### src/rtl/systolic_feeder_if.sv
// Purpose: bundles the feeder's vector write handshake and its skewed column outputs.
// Latency: none, this is wiring only.
// Backpressure: in_ready is driven by the feeder (slave) and the producer (master) holds in_valid/in_data until it is accepted.
// Ports: in_valid/in_ready/in_data_0..2 are the write side; out_0..2/out_valid/busy go to the array's top edge.
interface systolic_feeder_if #(
    parameter int WIDTH = 32
);
    logic             in_valid;
    logic             in_ready;
    logic [WIDTH-1:0] in_data_0;
    logic [WIDTH-1:0] in_data_1;
    logic [WIDTH-1:0] in_data_2;
    logic [WIDTH-1:0] out_0;
    logic [WIDTH-1:0] out_1;
    logic [WIDTH-1:0] out_2;
    logic [2:0]       out_valid;
    logic             busy;

    // Producer / environment side.
    modport master (
        output in_valid, in_data_0, in_data_1, in_data_2,
        input  in_ready, out_0, out_1, out_2, out_valid, busy
    );

    // Feeder side.
    modport slave (
        input  in_valid, in_data_0, in_data_1, in_data_2,
        output in_ready, out_0, out_1, out_2, out_valid, busy
    );
endinterface

### src/rtl/systolic_feeder.sv
// Purpose: ping-pong buffers 3-element vectors and drains each full bank as three column streams, lane k skewed by k cycles.
// Latency: out_valid[0] rises 2 cycles after the edge that fills a bank when the drain side is idle; lane k lags lane 0 by k.
// Backpressure: in_ready = !full[wr_bank], so the write side stalls only while both banks hold undrained data.
// Ports: clk, rst (async active-low), bus (systolic_feeder_if.slave).
module systolic_feeder #(
    parameter int WIDTH = 32,
    parameter int DEPTH = 4
) (
    input  logic              clk,
    input  logic              rst,
    systolic_feeder_if.slave  bus
);
    localparam int PTR_W = (DEPTH > 1) ? $clog2(DEPTH) : 1;
    localparam int CNT_W = $clog2(DEPTH + 2);
    localparam logic [PTR_W-1:0] PTR_LAST = PTR_W'(DEPTH - 1);
    // The drain runs DEPTH+2 steps so lane 2 can emit its last element two steps after lane 0.
    localparam logic [CNT_W-1:0] CNT_LAST = CNT_W'(DEPTH + 1);

    typedef enum logic {IDLE, DRAIN} state_t;

    // Bank memory holds no reset: contents are only read after being written.
    logic [WIDTH-1:0] mem [2][DEPTH][3];

    logic [1:0]       full;
    logic             wr_bank;
    logic [PTR_W-1:0] wr_ptr;
    logic             wr_fire;
    logic             wr_last;

    state_t           state, state_nxt;
    logic             rd_bank, rd_bank_nxt;
    logic [CNT_W-1:0] cnt, cnt_nxt;
    logic             release_bank;

    // ------------------------------------------------------------------
    // Write side
    // ------------------------------------------------------------------
    assign bus.in_ready = !full[wr_bank];
    assign wr_fire      = bus.in_valid && bus.in_ready;
    assign wr_last      = (wr_ptr == PTR_LAST);

    always_ff @(posedge clk) begin
        if (wr_fire) begin
            mem[wr_bank][wr_ptr][0] <= bus.in_data_0;
            mem[wr_bank][wr_ptr][1] <= bus.in_data_1;
            mem[wr_bank][wr_ptr][2] <= bus.in_data_2;
        end
    end

    always_ff @(posedge clk or negedge rst) begin
        if (!rst) begin
            wr_bank <= 1'b0;
            wr_ptr  <= '0;
        end else if (wr_fire) begin
            if (wr_last) begin
                wr_ptr  <= '0;
                wr_bank <= ~wr_bank;
            end else begin
                wr_ptr <= wr_ptr + PTR_W'(1);
            end
        end
    end

    // Filling and releasing always target different banks (a full bank is
    // never written), so both updates can land on the same edge.
    always_ff @(posedge clk or negedge rst) begin
        if (!rst) begin
            full <= '0;
        end else begin
            if (release_bank)
                full[rd_bank] <= 1'b0;
            if (wr_fire && wr_last)
                full[wr_bank] <= 1'b1;
        end
    end

    // ------------------------------------------------------------------
    // Drain FSM
    // ------------------------------------------------------------------
    always_ff @(posedge clk or negedge rst) begin
        if (!rst) begin
            state   <= IDLE;
            rd_bank <= 1'b0;
            cnt     <= '0;
        end else begin
            state   <= state_nxt;
            rd_bank <= rd_bank_nxt;
            cnt     <= cnt_nxt;
        end
    end

    always_comb begin
        state_nxt    = state;
        rd_bank_nxt  = rd_bank;
        cnt_nxt      = cnt;
        release_bank = 1'b0;
        case (state)
            IDLE: begin
                if (full[rd_bank]) begin
                    state_nxt = DRAIN;
                    cnt_nxt   = '0;
                end
            end
            DRAIN: begin
                if (cnt == CNT_LAST) begin
                    release_bank = 1'b1;
                    rd_bank_nxt  = ~rd_bank;
                    cnt_nxt      = '0;
                    // Chain straight into the other bank when it is already
                    // waiting, so consecutive banks stream without a gap.
                    state_nxt    = full[~rd_bank] ? DRAIN : IDLE;
                end else begin
                    cnt_nxt = cnt + CNT_W'(1);
                end
            end
            default: state_nxt = IDLE;
        endcase
    end

    assign bus.busy = (state == DRAIN);

    // ------------------------------------------------------------------
    // Skewed output lanes: lane k reads row (cnt - k) while it is in range.
    // ------------------------------------------------------------------
    for (genvar k = 0; k < 3; k++) begin : g_lane
        logic [CNT_W-1:0] age;
        logic [PTR_W-1:0] rd_idx;
        logic             vld;
        logic [WIDTH-1:0] dat;
        logic             vld_q;
        logic [WIDTH-1:0] dat_q;

        always_comb begin
            age    = cnt - CNT_W'(k);
            rd_idx = age[PTR_W-1:0];
            vld    = (state == DRAIN) && (cnt >= CNT_W'(k)) && (age < CNT_W'(DEPTH));
            dat    = vld ? mem[rd_bank][rd_idx][k] : '0;
        end

        always_ff @(posedge clk or negedge rst) begin
            if (!rst) begin
                vld_q <= 1'b0;
                dat_q <= '0;
            end else begin
                vld_q <= vld;
                dat_q <= dat;
            end
        end
    end

    assign bus.out_0     = g_lane[0].dat_q;
    assign bus.out_1     = g_lane[1].dat_q;
    assign bus.out_2     = g_lane[2].dat_q;
    assign bus.out_valid = {g_lane[2].vld_q, g_lane[1].vld_q, g_lane[0].vld_q};
endmodule

### src/flat_wrapper.sv
// flat-port wrapper written by rule: the top's interface ports become plain ports
module systolic_feeder_flat 
#(
    parameter int WIDTH = 32,
    parameter int DEPTH = 4
)
  (clk, rst, bus_in_valid, bus_in_data_0, bus_in_data_1, bus_in_data_2, bus_in_ready, bus_out_0, bus_out_1, bus_out_2, bus_out_valid, bus_busy);
  systolic_feeder_if #(.WIDTH(WIDTH)) bus_i ();
  input  logic clk;
  input  logic rst;
  input wire logic [$bits(bus_i.in_valid)-1:0] bus_in_valid;
  input wire logic [$bits(bus_i.in_data_0)-1:0] bus_in_data_0;
  input wire logic [$bits(bus_i.in_data_1)-1:0] bus_in_data_1;
  input wire logic [$bits(bus_i.in_data_2)-1:0] bus_in_data_2;
  output wire logic [$bits(bus_i.in_ready)-1:0] bus_in_ready;
  output wire logic [$bits(bus_i.out_0)-1:0] bus_out_0;
  output wire logic [$bits(bus_i.out_1)-1:0] bus_out_1;
  output wire logic [$bits(bus_i.out_2)-1:0] bus_out_2;
  output wire logic [$bits(bus_i.out_valid)-1:0] bus_out_valid;
  output wire logic [$bits(bus_i.busy)-1:0] bus_busy;
  assign bus_i.in_valid = bus_in_valid;
  assign bus_i.in_data_0 = bus_in_data_0;
  assign bus_i.in_data_1 = bus_in_data_1;
  assign bus_i.in_data_2 = bus_in_data_2;
  assign bus_in_ready = bus_i.in_ready;
  assign bus_out_0 = bus_i.out_0;
  assign bus_out_1 = bus_i.out_1;
  assign bus_out_2 = bus_i.out_2;
  assign bus_out_valid = bus_i.out_valid;
  assign bus_busy = bus_i.busy;
  systolic_feeder #(.WIDTH(WIDTH), .DEPTH(DEPTH)) u_core (.clk(clk), .rst(rst), .bus(bus_i));
endmodule
### config.mk
export PLATFORM = sky130hd
export DESIGN_NAME = systolic_feeder_flat
export DESIGN_NICKNAME = d
export VERILOG_FILES = /design/src/rtl/systolic_feeder_if.sv /design/src/rtl/systolic_feeder.sv /design/src/flat_wrapper.sv
export SDC_FILE = /design/constraint.sdc
export NUM_CORES = 1
export LEC_CHECK = 0
export CORE_AREA = 2 2 307 218
export CTS_BUF_LIST = sky130_fd_sc_hd__clkbuf_4
export CTS_CLUSTER_DIAMETER = 30
export DETAILED_ROUTE_END_ITERATION = 7
export DIE_AREA = 0 0 309 220
export GPL_ROUTABILITY_DRIVEN = 0
export PLACE_DENSITY_LB_ADDON = 0.25
export SLEW_MARGIN = 20
export SYNTH_ARGS = -nofsm -noshare
export SYNTH_HDL_FRONTEND = slang
export SYNTH_SLANG_ARGS = --single-unit
### constraint.sdc
create_clock -name clk -period 5.9 [get_ports clk]
set_input_delay 1.18 -clock clk [delete_from_list [all_inputs] [get_ports clk]]
set_output_delay 1.18 -clock clk [all_outputs]
set_load 0.1 [all_outputs]
==> results of run 1 <==
## cells by family after synthesis
logic type,count (synthesis)
flip-flops,877
multiplexers,548
AO/OA/AOI/OAI,237
AND/OR/NAND/NOR,193
buffers and inverters,139
adder cells (fa/ha/maj),11
XOR/XNOR,3
## layout by cell type (no fill, tap or decap), types with 35 or more instances in the layout
master | netlist | final
a211oi_1 | 64 | 64
clkbuf_4 | 0 | 330
clkdlybuf4s50_1 | 0 | 198
clkinv_1 | 0 | 36
dfrtp_1 | 109 | 107
edfxtp_1 | 768 | 768
mux2_1 | 35 | 35
mux2_2 | 363 | 363
mux2_4 | 84 | 84
nor2b_1 | 66 | 64
nor3_1 | 64 | 64
o21ai_0 | 40 | 40
o22ai_1 | 97 | 97
## registers in the layout (all words and copies together) (netlist names), 2 cells and up
register,count
u_core.mem,768
u_core.full,2
u_core.g_lane.vld_q,3
u_core.bus.out_0,32
u_core.cnt,3
u_core.bus.out_1,32
u_core.wr_ptr,2
u_core.bus.out_2,32
## Yosys cell counts, drive strengths merged (4+ instances only)
library cell  number
nor2              42
nand2b             4
a211oi            64
mux2             482
nand2              8
buf               86
nand3              7
o21ai             40
nor2b             66
o22ai             97
inv               10
edfxtp           768
dfrtp            109
mux2i             34
mux4              32
a2111oi           32
ha                11
nor3              64
clkbuf            43
## path summary, 6_finish.rpt
kind / startpoint / endpoint / slack (ns)
max: u_core.wr_bank / bus_in_ready / 1.15
min: u_core.wr_ptr[1] / u_core.wr_ptr[1] / 0.59
max reg2reg: u_core.cnt[0] / u_core.bus.out_1[0] / 2.05
min reg2reg: u_core.wr_ptr[1] / u_core.wr_ptr[1] / 0.59
max in group asynchronous: rst / u_core.rd_bank / 3.95
min in group asynchronous: rst / u_core.bus.out_1[22] / 0.66
## layer usage
layer,vias up,global-route usage
met2,763,0.390
met4,0,0.0935
met1,10204,0.350
met5,-,0
met3,100,0.0471
li1,8746,-
## power by group through the flow
stage	Sequential (uW)	Combinational [uW]	Clock, uW
after global routing	8360	8370	5490
after detailed placement	8420	7970	0
after global placement	8370	7860	0
after floorplan	10100	4090	0
after CTS	8290	8000	5160
final	8280	7970	5060
## cell type report
type / instances / share of cell area
Multi-Input combinational cell: 992 / 0.232
Inverter: 10 / 0.000898
Sequential cell: 877 / 0.617
Clock buffer: 330 / 0.0593
Timing Repair Buffer: 232 / 0.0558
Antenna cell: 4 / 0.000240
Tap cell: 891 / 0.0267
Clock inverter: 50 / 0.00740
## per-stage QoR
step,TNS [ns],instances,hold slack [ns]
after global routing,0,3385,0.615
after floorplan,-175.59,2008,0.533
final,0,3386,0.594
after CTS,0,3382,0.565
after detailed placement,0,3001,0.578
after global placement,0,3001,0.547
==> results.cfg, run 1 <==
[timing]
rsz0062_at_grt = no
fin_crit_ns = 4.75
finalMaxSlewViolations = 0
period_share = 0.804
fin_ws_ns = 1.15
clock.fmax_mhz = 211
hold_viol = 0
slew_headroom = 0.275
setup_viol = 0
worst_pin_slew_ns = 1.09
finClkSkew_ns = 0.0670

[floorplan]
ios = 200
die_h_um = 220
dieWidth_um = 309
start_util = 0.552
row_count = 79
core_area_um2 = 65400
dieArea_um2 = 68000

[detailed_routing]
wl_met2_um = 39700
wirelength_um = 83900
drtIter0Drc = 1830
top_layer = met4
wl_met3_um = 6360
via_count = 19813
post_drt_wl_per_cell_um = 24.8
dr.pass1.iters = 5
viasPerCell = 5.85
antenna_left = 0
drt-met1-wl_um = 36400
drc = 0

[critical_path]
crit_buf_inv = 1
endpoint_kind = output port
slowest_delay_ns = 1.25
cp.required_ns = 4.72
crit_fanout = 8
worst_path_dominant_cell_family = buffers and inverters
critPathKind = reg -> out
start_kind = flop
path_cells = mux2i_4 > clkdlybuf4s50_1
r2r_cells = 8
cp_slowest_cell = clkdlybuf4s50_1
cp.depth = 2
arrival_ns = 3.57

[logic_synthesis]
yosysWarningCount = 0
post_synth_xor_area_fraction = 0.000727
syn-cell-area_um2 = 36200
yosysSeqAreaShare = 0.713
yosysTopAreaCell = edfxtp_1
synth_compound_area_frac = 0.0442
synth_cells = 2008
async_flop_share = 0.124
synthDistinctLibCells = 34
synth_fp_nets = 2118
synth_edf_count = 768
synth_top_family_by_area = multiplexers
synthMuxAreaShare = 0.189
synth_fa_ha_area_frac = 0.00381
avgSynthCellArea_um2 = 18.0
yosys-top-cells-area = edfxtp_1 (64%), mux2_2 (11%), dfrtp_1 (7.5%)
synth_top_area_frac = 0.638
synthFlopType = edfxtp_1
synthSimpleGateAreaFrac = 0.0277
ys_ff_latch = 877

[cts]
numCtsBuffers = 202
cts_setup_buffers = 0
clock_latency_ns = 1.06
max-clock-path-buffers = 3
root_buffer = clkbuf_4
cts_tree = done
hold_buffers = 1
ctsResizeCount = 0
clkSinkCount = 877
htreeDepth = 4
clk_pin_slew_ns = 0.07

[global_route]
grt_remaining_overflow = 0
grt_util_all_layers = 0.249
grt_max_degree = 167
grt_pass1_vias = 20629
grt_pass1_wl_um = 124000
antenna_found_initial = 4

[flow_run]
cap_violations = 0

[hold_path]
hold_depth = 1
hold_class = reg -> reg

[power]
switchingPower_uw = 8110
power_per_cell_area_nw_per_um2 = 510
p_int_uw = 13200
netSwitchingFraction = 0.381
clock_power_share = 0.237
combinationalPowerShare = 0.374
p_total_uw = 21300
power_frac_seq = 0.389
peakVddDrop_uv = 485
p_leak_uw = 0.0145

[layout]
drive_above_1_share = 0.352
syn2layout_area_growth_pct = 15.6
fin_nets = 2425
fillerInstances = 4747
final_area_um2 = 41800
multi_input_area_um2 = 9710
fin_util = 0.639
seq_area_um2 = 25800

[placement]
dpl_cell_area_um2 = 39000
dp_hpwl_um = 46400
pre_cts_slack_ns = 1.86
io_buffers = 199

[run_status]
outcome = finished, final reports clean
(Power assumes the default switching activity.)
==> inputs of run 2 (changes only) <==
--- a/config.mk
+++ b/config.mk
@@ -5,11 +5,11 @@
 export SDC_FILE = /design/constraint.sdc
 export NUM_CORES = 1
 export LEC_CHECK = 0
-export CORE_AREA = 2 2 307 218
+export CORE_AREA = 2 2 302 214
 export CTS_BUF_LIST = sky130_fd_sc_hd__clkbuf_4
 export CTS_CLUSTER_DIAMETER = 30
 export DETAILED_ROUTE_END_ITERATION = 7
-export DIE_AREA = 0 0 309 220
+export DIE_AREA = 0 0 304 216
 export GPL_ROUTABILITY_DRIVEN = 0
 export PLACE_DENSITY_LB_ADDON = 0.25
 export SLEW_MARGIN = 20
==> constraint.sdc (replaced) <==
create_clock -name clk -period 4.9 [get_ports clk]
set_input_delay 0.98 -clock clk [delete_from_list [all_inputs] [get_ports clk]]
set_output_delay 0.98 -clock clk [all_outputs]
set_load 0.1 [all_outputs]
==> run 2 against run 1 <==
  * Worst setup slack lost 0.42 ns
  * Critical endpoint unchanged
  * Largest cell class unchanged
  * Via count grew 0.90%
  * Power grew 20%
  * Highest routed layer unchanged
==> results.cfg, run 2 (synthesis gave the netlist of run 1 again) <==
[run_status]
outcome = finished, final reports clean

[power]
peakVddDrop_uv = 409
p_total_uw = 25500
p_leak_uw = 0.0145
power_per_cell_area_nw_per_um2 = 612

[global_route]
grt_pass1_vias = 21091
grt_pass1_wl_um = 125000
antenna_found_initial = 4
grt_util_all_layers = 0.257
grt_max_degree = 125
grt_remaining_overflow = 0

[layout]
largest_register = u_core.mem
final_cell_mix = edfxtp_1 (768), mux2_2 (363), clkbuf_4 (316)
syn2layout_area_growth_pct = 15.4
largest_reg_flops = 768
fin_nets = 2430
fillerInstances = 4280
final_common_cell = edfxtp_1
drive_above_1_share = 0.350

[critical_path]
crit_fanout = 6
start_kind = flop
critPathKind = reg -> out
cp.required_ns = 3.92
endpoint_kind = output port
arrival_ns = 3.19
path_cells = mux2i_4 > clkdlybuf4s50_1
cp_slowest_cell = clkdlybuf4s50_1
slowest_delay_ns = 1.24

[cts]
cts_tree = done
htreeDepth = 4
root_buffer = clkbuf_4
clk_pin_slew_ns = 0.07
ctsResizeCount = 0
numCtsBuffers = 199
max-clock-path-buffers = 3
clkSinkCount = 877
clock_latency_ns = 1.04

[detailed_routing]
wl_met3_um = 6970
via_count = 19992
drtIter0Drc = 1998
post_drt_wl_per_cell_um = 25.5
viasPerCell = 6.02
top_layer = met4
drc = 0
dr.pass1.iters = 6
wirelength_um = 84600
wl_met2_um = 40500
drt-met1-wl_um = 35800
antenna_left = 0

[floorplan]
start_util = 0.576
core_area_um2 = 62700
dieArea_um2 = 65700
die_h_um = 216
dieWidth_um = 304
row_count = 77
ios = 200

[timing]
clock.fmax_mhz = 240
hold_viol = 0
worst_pin_slew_ns = 1.22
hold-worst-slack_ns = 0.557
slew_headroom = 0.165
finalMaxSlewViolations = 0
fin_crit_ns = 4.17
setup_viol = 0
finClkSkew_ns = 0.0498
rsz0062_at_grt = no
period_share = 0.851

[hold_path]
hold_class = in -> async

[flow_run]
cap_violations = 0

[placement]
dp_hpwl_um = 46800
io_buffers = 199
## run 2: layout make-up
class                      count  area (um2)  share of cell area
antenna                        9        22.5            0.000540
clock buffer                 316        2370              0.0569
clock inverter                50         278             0.00666
inverter                      10        37.5            0.000900
multi-input combinational    992        9720               0.233
sequential                   877       25800               0.619
tap                          829        1040              0.0249
timing repair buffer         240        2440              0.0585
## run 2: timing repair
item                                   4_1_cts  5_1_grt
hold buffers                                 1        0
endpoints found under the hold margin       58        0
setup buffers                                0        0
## run 2: power by group
part | internal (uW) | switching [uW]
registers | 9540 | 430
clock network | 3080 | 2780
logic | 3120 | 6570
## run 2: stage by stage
stage          utilization  setup TNS [ns]  cell area [um2]  cells  setup WS [ns]
4_1_cts              0.665               0            41700   3314          0.648
3_5_place_dp         0.622               0            39000   2947           1.16
2_1_floorplan            -         -559.59            36200   2008          -1.46
3_3_place_gp         0.622               0            39000   2947           1.20
6_report             0.665               0            41700   3323          0.732
5_1_grt              0.665               0            41700   3322          0.647
## run 2: final timing paths
kind / from / to / slack (ns) / depth (start not counted)
min in group clk: u_core.wr_ptr[1] / u_core.wr_ptr[1] / 0.59 / 1
max in group asynchronous: rst / u_core.g_lane[0].vld_q / 3.30 / 3
max reg2reg: u_core.cnt[1] / u_core.bus.out_1[17] / 1.60 / 6
min: rst / u_core.bus.out_1[31] / 0.56 / 2
min reg2reg: u_core.wr_ptr[1] / u_core.wr_ptr[1] / 0.59 / 1
max: u_core.wr_bank / bus_in_ready / 0.73 / 2
## run 2: metal layers
| layer | GRT usage | vias to the layer above |
|---|---|---|
| met5 | 0 | - |
| met4 | 0.0874 | 0 |
| met3 | 0.0556 | 85 |
| met2 | 0.407 | 875 |
| met1 | 0.357 | 10293 |
| li1 | - | 8739 |
## run 2: critical path, delay by kind of cell, from the launching register on
family	cells	cell delay, ns
DFF	1	0.42
muxes	1	0.51
buffers and inverters	1	1.24
